===== src/rtl/comparator_csr_master_if.sv =====
// Avalon-MM CSR bus between comparator_csr_master and the comparator's CSR slave port.
interface comparator_csr_master_if #(
    parameter int unsigned ADDR_W = 10
);
    logic [ADDR_W-1:0] csr_address;
    logic              csr_read;
    logic              csr_write;
    logic [31:0]       csr_writedata;
    logic [31:0]       csr_readdata;
    logic              csr_waitrequest;

    modport master (
        output csr_address, csr_read, csr_write, csr_writedata,
        input  csr_readdata, csr_waitrequest
    );

    modport slave (
        input  csr_address, csr_read, csr_write, csr_writedata,
        output csr_readdata, csr_waitrequest
    );
endinterface


===== src/rtl/comparator_csr_master.sv =====
// Avalon-MM master that serialises queued task-config commands into comparator CSR writes
// and services the comparator irq. Optional watchdog: COMPARATOR_CSR_MASTER_TIMEOUT_EN.
module comparator_csr_master #(
    parameter int unsigned ADDR_W         = 10,
    parameter int unsigned CMD_DEPTH      = 4,
    parameter int unsigned EXC_OFF        = 0,
    parameter int unsigned SUCC_OFF       = 1,
    parameter int unsigned FAIL_OFF       = 2,
    parameter int unsigned MAXCNT_OFF     = 3,
    parameter int unsigned CAT_OFF        = 4,
    parameter int unsigned NMR_OFF        = 5,
    parameter int unsigned PTR_START_BASE = 'h040,
    parameter int unsigned PTR_END_BASE   = 'h080,
    parameter int unsigned EXC_IRQ_BIT    = 0,
    parameter int unsigned EXC_MM_BIT     = 1,
    parameter int unsigned EXC_TASK_LSB   = 4,
    parameter int unsigned TIMEOUT_CYCLES = 256
) (
    input  logic                            clk,
    input  logic                            reset,
    input  logic                            cmd_valid,
    output logic                            cmd_ready,
    input  logic [2:0]                      cmd_type,
    input  logic [3:0]                      cmd_task_id,
    input  logic [1:0]                      cmd_logical_core_id,
    input  logic [15:0]                     cmd_data,
    comparator_csr_master_if.master         csr,
    input  logic                            irq,
    output logic                            res_valid,
    output logic [3:0]                      res_task_id,
    output logic                            res_mismatch,
    output logic [15:0]                     res_success,
    output logic [31:0]                     res_fail,
    output logic                            busy,
    output logic                            err
);

    localparam int unsigned PTR_W = $clog2(CMD_DEPTH);
    localparam int unsigned CNT_W = PTR_W + 1;

    generate
        if ((CMD_DEPTH < 2) || ((CMD_DEPTH & (CMD_DEPTH - 1)) != 0) ||
            (EXC_IRQ_BIT == EXC_MM_BIT) || (TIMEOUT_CYCLES == 0)) begin : g_param_check
            $error("comparator_csr_master: illegal parameter combination");
        end
    endgenerate

    typedef enum logic [2:0] {
        IDLE, CMD_WR, RD_EXC, RD_SUCC, RD_FAIL, CLR_EXC, RESULT
    } state_t;

    typedef struct packed {
        logic [2:0]  ctype;
        logic [3:0]  task_id;
        logic [1:0]  lcore;
        logic [15:0] data;
    } cmd_t;

    state_t            state;
    cmd_t              fifo_mem [CMD_DEPTH];
    cmd_t              head;
    logic [PTR_W-1:0]  wr_ptr, rd_ptr;
    logic [CNT_W-1:0]  count;
    logic              push, pop;

    logic [ADDR_W-1:0] addr_q;
    logic              rd_q, wr_q;
    logic [31:0]       wdata_q;
    logic [3:0]        cap_task;
    logic              cap_mm;
    logic [15:0]       cap_succ;
    logic [31:0]       cap_fail;
    logic              timeout_hit;

    assign csr.csr_address   = addr_q;
    assign csr.csr_read      = rd_q;
    assign csr.csr_write     = wr_q;
    assign csr.csr_writedata = wdata_q;

    assign head      = fifo_mem[rd_ptr];
    assign cmd_ready = (count < CNT_W'(CMD_DEPTH));
    assign push      = cmd_valid && cmd_ready;
    assign pop       = (state == IDLE) && !irq && (count != '0);
    assign busy      = (state != IDLE) || (count != '0);

    function automatic logic [ADDR_W-1:0] cmd_addr(input cmd_t c);
        logic [ADDR_W-1:0] tid;
        tid = ADDR_W'(c.task_id);
        case (c.ctype)
            3'd0:    return ADDR_W'(CAT_OFF);
            3'd1:    return ADDR_W'(MAXCNT_OFF);
            3'd2:    return ADDR_W'(NMR_OFF);
            3'd3:    return ADDR_W'(PTR_START_BASE) | tid;
            default: return ADDR_W'(PTR_END_BASE) | tid;
        endcase
    endfunction

    always_ff @(posedge clk) begin
        if (push) begin
            fifo_mem[wr_ptr] <= '{ctype: cmd_type, task_id: cmd_task_id,
                                   lcore: cmd_logical_core_id, data: cmd_data};
        end
    end

    always_ff @(posedge clk) begin
        if (reset) begin
            wr_ptr <= '0;
            rd_ptr <= '0;
            count  <= '0;
        end else begin
            if (push) wr_ptr <= wr_ptr + PTR_W'(1);
            if (pop)  rd_ptr <= rd_ptr + PTR_W'(1);
            case ({push, pop})
                2'b10:   count <= count + CNT_W'(1);
                2'b01:   count <= count - CNT_W'(1);
                default: count <= count;
            endcase
        end
    end

    // Each read/clear state raises its own strobe on entry, which yields the one-cycle
    // gap after the previous transfer's completion edge.
    always_ff @(posedge clk) begin
        if (reset) begin
            state        <= IDLE;
            addr_q       <= '0;
            rd_q         <= 1'b0;
            wr_q         <= 1'b0;
            wdata_q      <= '0;
            cap_task     <= '0;
            cap_mm       <= 1'b0;
            cap_succ     <= '0;
            cap_fail     <= '0;
            res_valid    <= 1'b0;
            res_task_id  <= '0;
            res_mismatch <= 1'b0;
            res_success  <= '0;
            res_fail     <= '0;
        end else begin
            res_valid <= 1'b0;
            if (timeout_hit) begin
                rd_q  <= 1'b0;
                wr_q  <= 1'b0;
                state <= IDLE;
            end else begin
                case (state)
                    IDLE: begin
                        if (irq) begin
                            rd_q   <= 1'b1;
                            addr_q <= ADDR_W'(EXC_OFF);
                            state  <= RD_EXC;
                        end else if ((count != '0) && (head.ctype <= 3'd4)) begin
                            wr_q    <= 1'b1;
                            addr_q  <= cmd_addr(head);
                            wdata_q <= {6'b0, head.lcore, 4'b0, head.task_id, head.data};
                            state   <= CMD_WR;
                        end
                    end
                    CMD_WR: begin
                        if (!csr.csr_waitrequest) begin
                            wr_q  <= 1'b0;
                            state <= IDLE;
                        end
                    end
                    RD_EXC: begin
                        if (!csr.csr_waitrequest) begin
                            cap_task <= csr.csr_readdata[EXC_TASK_LSB +: 4];
                            cap_mm   <= csr.csr_readdata[EXC_MM_BIT];
                            rd_q     <= 1'b0;
                            state    <= RD_SUCC;
                        end
                    end
                    RD_SUCC: begin
                        if (!rd_q) begin
                            rd_q   <= 1'b1;
                            addr_q <= ADDR_W'(SUCC_OFF);
                        end else if (!csr.csr_waitrequest) begin
                            cap_succ <= csr.csr_readdata[15:0];
                            rd_q     <= 1'b0;
                            state    <= RD_FAIL;
                        end
                    end
                    RD_FAIL: begin
                        if (!rd_q) begin
                            rd_q   <= 1'b1;
                            addr_q <= ADDR_W'(FAIL_OFF);
                        end else if (!csr.csr_waitrequest) begin
                            cap_fail <= csr.csr_readdata;
                            rd_q     <= 1'b0;
                            state    <= CLR_EXC;
                        end
                    end
                    CLR_EXC: begin
                        if (!wr_q) begin
                            wr_q    <= 1'b1;
                            addr_q  <= ADDR_W'(EXC_OFF);
                            wdata_q <= '0;
                        end else if (!csr.csr_waitrequest) begin
                            wr_q         <= 1'b0;
                            res_valid    <= 1'b1;
                            res_task_id  <= cap_task;
                            res_mismatch <= cap_mm;
                            res_success  <= cap_succ;
                            res_fail     <= cap_fail;
                            state        <= RESULT;
                        end
                    end
                    RESULT:  state <= IDLE;
                    default: state <= IDLE;
                endcase
            end
        end
    end

`ifdef COMPARATOR_CSR_MASTER_TIMEOUT_EN
    localparam int unsigned TO_W = ($clog2(TIMEOUT_CYCLES + 1) > 8) ?
                                   $clog2(TIMEOUT_CYCLES + 1) : 8;
    logic [TO_W-1:0] to_cnt;
    logic            err_q;
    logic            stalled;

    assign stalled     = (rd_q || wr_q) && csr.csr_waitrequest;
    // Fires on the TIMEOUT_CYCLES-th stalled edge, so the strobe is high for exactly that many cycles.
    assign timeout_hit = stalled && (to_cnt == TO_W'(TIMEOUT_CYCLES - 1));
    assign err         = err_q;

    always_ff @(posedge clk) begin
        if (reset) begin
            to_cnt <= '0;
            err_q  <= 1'b0;
        end else if (timeout_hit) begin
            to_cnt <= '0;
            err_q  <= 1'b1;
        end else if (stalled) begin
            to_cnt <= to_cnt + TO_W'(1);
        end else begin
            to_cnt <= '0;
        end
    end
`else
    assign timeout_hit = 1'b0;
    assign err         = 1'b0;
`endif

endmodule


===== src/flat_wrapper.sv =====
// flat-port wrapper written by rule: the top's interface ports become plain ports
module comparator_csr_master_flat 
#(
    parameter int unsigned ADDR_W         = 10,
    parameter int unsigned CMD_DEPTH      = 4,
    parameter int unsigned EXC_OFF        = 0,
    parameter int unsigned SUCC_OFF       = 1,
    parameter int unsigned FAIL_OFF       = 2,
    parameter int unsigned MAXCNT_OFF     = 3,
    parameter int unsigned CAT_OFF        = 4,
    parameter int unsigned NMR_OFF        = 5,
    parameter int unsigned PTR_START_BASE = 'h040,
    parameter int unsigned PTR_END_BASE   = 'h080,
    parameter int unsigned EXC_IRQ_BIT    = 0,
    parameter int unsigned EXC_MM_BIT     = 1,
    parameter int unsigned EXC_TASK_LSB   = 4,
    parameter int unsigned TIMEOUT_CYCLES = 256
)
  (clk, reset, cmd_valid, cmd_ready, cmd_type, cmd_task_id, cmd_logical_core_id, cmd_data, irq, res_valid, res_task_id, res_mismatch, res_success, res_fail, busy, err, csr_csr_address, csr_csr_read, csr_csr_write, csr_csr_writedata, csr_csr_readdata, csr_csr_waitrequest);
  comparator_csr_master_if #(.ADDR_W(ADDR_W)) csr_i ();
  input  logic clk;
  input  logic reset;
  input  logic cmd_valid;
  output logic cmd_ready;
  input  logic [2:0] cmd_type;
  input  logic [3:0] cmd_task_id;
  input  logic [1:0] cmd_logical_core_id;
  input  logic [15:0] cmd_data;
  input  logic irq;
  output logic res_valid;
  output logic [3:0] res_task_id;
  output logic res_mismatch;
  output logic [15:0] res_success;
  output logic [31:0] res_fail;
  output logic busy;
  output logic err;
  output wire logic [$bits(csr_i.csr_address)-1:0] csr_csr_address;
  output wire logic [$bits(csr_i.csr_read)-1:0] csr_csr_read;
  output wire logic [$bits(csr_i.csr_write)-1:0] csr_csr_write;
  output wire logic [$bits(csr_i.csr_writedata)-1:0] csr_csr_writedata;
  input wire logic [$bits(csr_i.csr_readdata)-1:0] csr_csr_readdata;
  input wire logic [$bits(csr_i.csr_waitrequest)-1:0] csr_csr_waitrequest;
  assign csr_csr_address = csr_i.csr_address;
  assign csr_csr_read = csr_i.csr_read;
  assign csr_csr_write = csr_i.csr_write;
  assign csr_csr_writedata = csr_i.csr_writedata;
  assign csr_i.csr_readdata = csr_csr_readdata;
  assign csr_i.csr_waitrequest = csr_csr_waitrequest;
  comparator_csr_master #(.ADDR_W(ADDR_W), .CMD_DEPTH(CMD_DEPTH), .EXC_OFF(EXC_OFF), .SUCC_OFF(SUCC_OFF), .FAIL_OFF(FAIL_OFF), .MAXCNT_OFF(MAXCNT_OFF), .CAT_OFF(CAT_OFF), .NMR_OFF(NMR_OFF), .PTR_START_BASE(PTR_START_BASE), .PTR_END_BASE(PTR_END_BASE), .EXC_IRQ_BIT(EXC_IRQ_BIT), .EXC_MM_BIT(EXC_MM_BIT), .EXC_TASK_LSB(EXC_TASK_LSB), .TIMEOUT_CYCLES(TIMEOUT_CYCLES)) u_core (.clk(clk), .reset(reset), .cmd_valid(cmd_valid), .cmd_ready(cmd_ready), .cmd_type(cmd_type), .cmd_task_id(cmd_task_id), .cmd_logical_core_id(cmd_logical_core_id), .cmd_data(cmd_data), .csr(csr_i), .irq(irq), .res_valid(res_valid), .res_task_id(res_task_id), .res_mismatch(res_mismatch), .res_success(res_success), .res_fail(res_fail), .busy(busy), .err(err));
endmodule

===== config.mk =====
export PLATFORM = sky130hd
export DESIGN_NAME = comparator_csr_master_flat
export DESIGN_NICKNAME = d
export VERILOG_FILES = /design/src/rtl/comparator_csr_master_if.sv /design/src/rtl/comparator_csr_master.sv /design/src/flat_wrapper.sv
export SDC_FILE = /design/constraint.sdc
export NUM_CORES = 1
export LEC_CHECK = 0
export ABC_AREA = 1
export CORE_MARGIN = 10
export CORE_UTILIZATION = 55
export CTS_BUF_LIST = sky130_fd_sc_hd__clkbuf_8
export DETAILED_ROUTE_END_ITERATION = 7
export GPL_TIMING_DRIVEN = 0
export HOLD_SLACK_MARGIN = 0.03
export PLACE_DENSITY = 0.82
export REMOVE_ABC_BUFFERS = 1
export SLEW_MARGIN = 30
export SYNTH_ARGS = -nofsm -noshare
export SYNTH_HDL_FRONTEND = slang
export SYNTH_SLANG_ARGS = --single-unit

===== constraint.sdc =====
create_clock -name clk -period 3.4 [get_ports clk]
set_input_delay 0.51 -clock clk [delete_from_list [all_inputs] [get_ports clk]]
set_output_delay 0.51 -clock clk [all_outputs]
set_load 0.1 [all_outputs]

==> results.py <==
metrics = {
    "status": {
        "status": "complete, no violations",
    },
    "timing": {
        "finalSetupViolations": 0,
        "timing.final.crit_share_pct": 93.59,
        "slew_viol_final": 0,
        "timing.slew.headroom_pct": 30.61,
        "setup_tns_ns": 0,
        "finalCriticalPeriod_ns": 3.182,
        "clock_skew_ns": 0.02885,
        "fmax_ghz": 0.3143,
        "tightest_slew_ns": 1.038,
        "setup_slack_ns": 0.2178,
        "grt_setup_unrepaired": "no",
        "hold_viol_final": 0,
    },
    "floorplanning": {
        "dieArea_um2": 23510,
        "pin_count": 163,
        "rows": 48,
        "initial_core_util_pct": 56.34,
        "dieHeight_um": 153.3,
        "coreArea_um2": 17360,
        "fp.dieW_um": 153.3,
    },
    "clock_tree": {
        "post_cts_resized": 0,
        "cts_hold_buf": 0,
        "cts.sinks": 249,
        "clk_latency_ns": 0.55,
        "cts_root_buffer": "clkbuf_8",
        "clk_pin_slew_ns": 0.06,
        "cts_max_level": 2,
        "clock_path_buffers": 3,
        "cts_buffers": 40,
        "cts_tree": "built",
        "cts_setup_buffers": 0,
    },
    "detailed_routing": {
        "drtIter0Drc": 571,
        "via_count": 7728,
        "totalWireLength_um": 24110,
        "vias_per_cell": 5.152,
        "antenna_left": 0,
        "wl_per_cell_um": 16.07,
        "drc": 0,
        "firstDrtPassIters": 5,
    },
    "worst_setup_path": {
        "critPathLaunchType": "flop",
        "cp_max_fo": 7,
        "critPathArrivalTime_ns": 2.67,
        "end_kind": "output pin",
        "path_class": "reg -> out",
        "crit_required_ns": 2.89,
    },
    "grt": {
        "antenna_found_initial": 2,
        "grt_pass1_wl_um": 39190,
        "grt_max_degree": 106,
        "track_usage_pct": 19.88,
        "grt_overflow": 0,
        "grt_pass1_vias": 7800,
    },
    "synth": {
        "avgSynthCellArea_um2": 8.874,
        "ys_warn_count": 0,
        "synth_area_um2": 9779,
        "synth-seq-cells": 249,
        "synth.distinct_cells": 31,
        "ys_seq_area_share_pct": 61.21,
        "synthCells": 1102,
    },
    "power": {
        "powerDensity_nw_per_um2": 753.7,
        "vdd_ir_drop_max_mv": 0.7244,
        "p_leak_uw": 0.005243,
    },
    "placed_design": {
        "pre_cts_slack_ns": 0.4722,
        "dpl.hpwl_um": 15280,
        "io_buffers": 147,
        "finalWeightedCongestion": 0.8330,
        "place_inst": 1425,
    },
    "run": {
        "drv_cap": 0,
    },
    "final_layout": {
        "instances_no_fill": 1500,
        "drive_above_1_share_pct": 8.006,
        "fillCellCount": 1313,
        "final_cell_mix": "nor2_1, nand2_1, dfxtp_1, clkdlybuf4s50_1, edfxtp_1",
        "area_growth_pct": 24.97,
        "final_common_cell": "nor2_1",
        "nNetsFinal": 1311,
    },
    "min_path": {
        "hold_class": "reg -> reg",
    },
}
-- sequential cells by signal, indices dropped and copies added (netlist names), 2 cells and up, named ones only --
name                      count
u_core.cap_fail              32
u_core.cap_succ              16
u_core.cap_task               4
u_core.count                  3
u_core.csr.csr_address        6
u_core.csr.csr_writedata     22
u_core.fifo_mem             100
u_core.rd_ptr                 2
u_core.res_fail              32
u_core.res_success           16
u_core.res_task_id            4
u_core.state                  3
u_core.wr_ptr                 2
-- metal layers --
metal / part of all wire, % / vias to the layer above / track usage (%)
met5: 0.037 / - / 0
met3: 9.0 / 41 / 6.958
met2: 49 / 247 / 33.23
met1: 40 / 3589 / 23.48
met4: 2.1 / 2 / 6.343
li1: - / 3849 / -
-- critical path: stages, from the launching register on --
cell	delay [ns]
dfxtp_1	0.49
inv_2	0.13
nand2_2	0.15
inv_2	0.06
nand2_2	0.14
clkdlybuf4s50_1	1.17
-- power by group --
part	total (µW)	internal (µW)	leakage (µW)	switching, µW
Sequential	3610	3430	0.00213	178
Clock	2480	1310	0.000448	1170
Combinational	3120	846	0.00267	2280
-- through the flow --
step	total power, µW	instance area [µm²]	hold slack, ns	util [%]
6_report	9212	12220	0.4548	70.42
3_5_place_dp	6778	11440	0.4516	65.90
3_3_place_gp	6630	11190	0.4412	64.46
2_1_floorplan	5946	9435	0.4318	-
4_1_cts	9254	12230	0.4557	70.44
5_1_grt	9738	12220	0.4748	70.42
-- worst paths after layout --
path,from,slack [ns],end,cells after the start
max,u_core.state[2]$_SDFFE_PP0P_,0.22,busy,5
min,u_core.cap_task[2]$_SDFFE_PP0P_,0.45,u_core.res_task_id[2]$_SDFFE_PP0P_,2
max reg2reg,flop,0.43,u_core.csr.csr_writedata[7]$_SDFFE_PP0P_,10
min reg2reg,u_core.cap_task[2]$_SDFFE_PP0P_,0.45,u_core.res_task_id[2]$_SDFFE_PP0P_,2
-- cell families after synthesis --
group,after synthesis,share of synthesized area [%]
simple gates,531,21.81
compound gates,173,9.173
other cells,1,0.03835
buf+inv,140,6.704
flops,249,61.21
xor+xnor,1,0.08958
fa+ha+maj,7,0.9724
-- layout make-up --
| cell class | count | area, µm² | share of cell area, % |
|---|---|---|---|
| flip-flops and latches | 249 | 5988 | 49.00 |
| multi-input cells | 727 | 3233 | 26.45 |
| repair buffers | 155 | 1664 | 13.62 |
| clock buffers | 49 | 674.4 | 5.518 |
| well taps | 225 | 281.5 | 2.303 |
| inverters | 69 | 265.3 | 2.170 |
| clock inverters | 25 | 112.6 | 0.9214 |
| diodes | 1 | 2.502 | 0.02048 |
-- cell usage after synthesis --
library cell	instances	area, µm²
o2111ai_1	1	8.760
nand3_2	1	10.01
buf_1	2	7.510
edfxtp_1	100	3003
nand3_1	46	230.2
nor3_1	3	15.01
nor3_2	1	10.01
inv_1	60	225.2
buf_2	11	55.05
nor2_4	2	22.52
o21ai_0	73	365.4
dfxtp_1	149	2983
xor2_1	1	8.760
nand2_1	201	754.5
a31oi_1	18	112.6
nand3b_1	1	7.510
nand4_1	2	12.51
inv_2	9	33.78
o211ai_1	2	15.01
a21oi_1	25	125.1
nand4_4	1	21.27
nor2_2	4	25.02
buf_6	5	56.30
nor2_1	263	987.2
buf_4	21	157.7
o21ai_1	54	270.3
conb_1	1	3.750
fa_1	1	20.02
nand2_2	6	37.54
ha_1	6	75.07
clkbuf_1	32	120.1
Note: power is estimated with default switching activity, not from simulation.
==> variant, RTL diff (same settings) <==
`CMD_DEPTH` is set to 4 in 2 places; all go to 8.
--- a/src/rtl/comparator_csr_master.sv
+++ b/src/rtl/comparator_csr_master.sv
@@ -2,7 +2,7 @@
 // and services the comparator irq. Optional watchdog: COMPARATOR_CSR_MASTER_TIMEOUT_EN.
 module comparator_csr_master #(
     parameter int unsigned ADDR_W         = 10,
-    parameter int unsigned CMD_DEPTH      = 4,
+    parameter int unsigned CMD_DEPTH      = 8,
     parameter int unsigned EXC_OFF        = 0,
     parameter int unsigned SUCC_OFF       = 1,
     parameter int unsigned FAIL_OFF       = 2,
--- a/src/flat_wrapper.sv
+++ b/src/flat_wrapper.sv
@@ -2,7 +2,7 @@
 module comparator_csr_master_flat 
 #(
     parameter int unsigned ADDR_W         = 10,
-    parameter int unsigned CMD_DEPTH      = 4,
+    parameter int unsigned CMD_DEPTH      = 8,
     parameter int unsigned EXC_OFF        = 0,
     parameter int unsigned SUCC_OFF       = 1,
     parameter int unsigned FAIL_OFF       = 2,
Function: no difference found for any inputs over 4 cycles, from zero or initial values and one cycle with reset high; that may be too few to reach the edited logic, so the function may still have changed.
==> variant against the unedited design <==
- worst hold slack better by 0.0030 ns
- routed wire length grew 40%
- worst setup slack got worse by 0.12 ns
- sequential cell count up 104
- final area is 38% higher
- power rose by 41%
- clock skew shrank 0.0072 ns
- area after synthesis increased by 43%
==> variant: results <==
export IMPL_clk_latency_ns=0.59
export IMPL_synth_ff_type="edfxtp_1"
export IMPL_initialDrtViolationCount=1054
export IMPL_cp_slowest_stage_delay_ns=1.02
export IMPL_path_max_fanout=4
export IMPL_placed_area_um2=15800
export IMPL_antenna_found_initial=2
export IMPL_grt_max_degree=101
export IMPL_leakage_nw=6.36
export IMPL_ys_types=38
export IMPL_grt_pass1_wl_mm=53.6
export IMPL_wl_per_cell_um=17.8
export IMPL_track_usage_pct=20.0
export IMPL_cts_max_level=2
export IMPL_grt_pass1_vias=10300
export IMPL_yosys_area_share_adder_pct=0.590
export IMPL_dp_hpwl_mm=20.5
export IMPL_synth_common_cells="nor2_1 (363), o21ai_0 (207), edfxtp_1 (200)"
export IMPL_max_vdd_ir_drop_v=0.000729
export IMPL_via_per_inst=5.54
export IMPL_globalplace_congestion=0.832
export IMPL_cts_buffers=55
export IMPL_largestRegisters="u_core.fifo_mem x200, u_core.cap_fail x32, u_core.res_fail x32"
export IMPL_layout_drive_gt1_share_pct=8.20
export IMPL_nets=1597
export IMPL_synthXorXnorAreaFrac_pct=0.0626
export IMPL_critPathArrivalTime_ns=2.79
export IMPL_status="completed"
export IMPL_synth_area_top_cells="edfxtp_1 (43%), dfxtp_1 (22%), nor2_1 (9.7%), o21ai_0 (7.4%), nand2_1 (3.4%)"
export IMPL_ys_seq_area_share_pct=64.8
export IMPL_worst_pin_slew_ns=1.04
export IMPL_clock_skew_ns=0.0216
## variant: cell types whose count changed in the layout (fill, tap and decap cells not counted), moves of 5 or more
cell	change
clkbuf_8	+10
nand2_4	+6
nand3_1	+20
nor2_1	+95
buf_16	+6
inv_1	+5
a21oi_1	+19
o221ai_1	+34
o21ai_1	-52
o21ai_0	+134
a31oi_1	-18
edfxtp_1	+100
nand2_1	-74
o22ai_1	+5
## variant: cell families (layout without fill, tap and decap cells)
| logic type | count (synthesis) | in the layout |
|---|---|---|
| and+or+nand+nor | 579 | 579 |
| DFF | 353 | 353 |
| AOI/OAI and AO/OA | 298 | 298 |
| buffers and inverters | 154 | 322 |
| adders and majority gates | 6 | 6 |
| other | 1 | 16 |
| xor gates and xnor gates | 1 | 1 |
## variant: final timing paths
path,slack (ns),endpoint,cells after the start,start
setup / recovery,0.1,busy,3,u_core.count[1]
hold reg to reg,0.46,u_core.res_task_id[2],2,u_core.cap_task[2]
setup reg to reg,0.53,u_core.csr.csr_writedata[16],15,register
hold / removal,0.46,u_core.res_task_id[2],2,u_core.cap_task[2]
## variant: stage by stage
stage,hold WS (ns),power [mW],utilization [%],instances
after floorplan,0.432,8.43,-,1311
final,0.458,13.0,67.0,1905
after CTS,0.455,13.0,67.0,1904
after detailed placement,0.450,9.74,62.9,1802
after global placement,0.442,9.51,61.2,1788
after global routing,0.474,13.6,67.0,1905
## variant: where the power goes
part	switching (mW)	total [mW]	internal, mW
Sequential	0.290	5.19	4.90
Clock	1.59	3.26	1.68
Combinational	3.28	4.50	1.22
Total	5.16	13.0	7.80
## variant: layer usage
metal / vias up / part of all wire (%) / global-route usage (%)
li1: 5016 / - / -
met4: 2 / 2.6 / 8.10
met1: 5020 / 40 / 24.0
met2: 434 / 51 / 34.7
met5: - / 0.038 / 0
met3: 76 / 7.2 / 3.78
## variant: area by class of cell
type | count | area (µm²)
multi-input cells | 899 | 4260
inverters | 59 | 234
flip-flops and latches | 353 | 9080
clock buffers | 59 | 812
well taps | 330 | 413
fillers | 1874 | 8290
repair buffers | 161 | 1820
diodes | 1 | 2.50
clock inverters | 43 | 206
## variant: worst reg2reg max path: cells and delay by family, from the launching register on
family                 cells  cell delay [ns]
buffers and inverters      4             0.90
and+or+nand+nor           11             1.28
DFF                        1             0.58
## variant: repair_timing
item	4_1_cts	5_1_grt
hold buffers	0	0
endpoints found under the setup margin	2	0
resized for setup	1	0
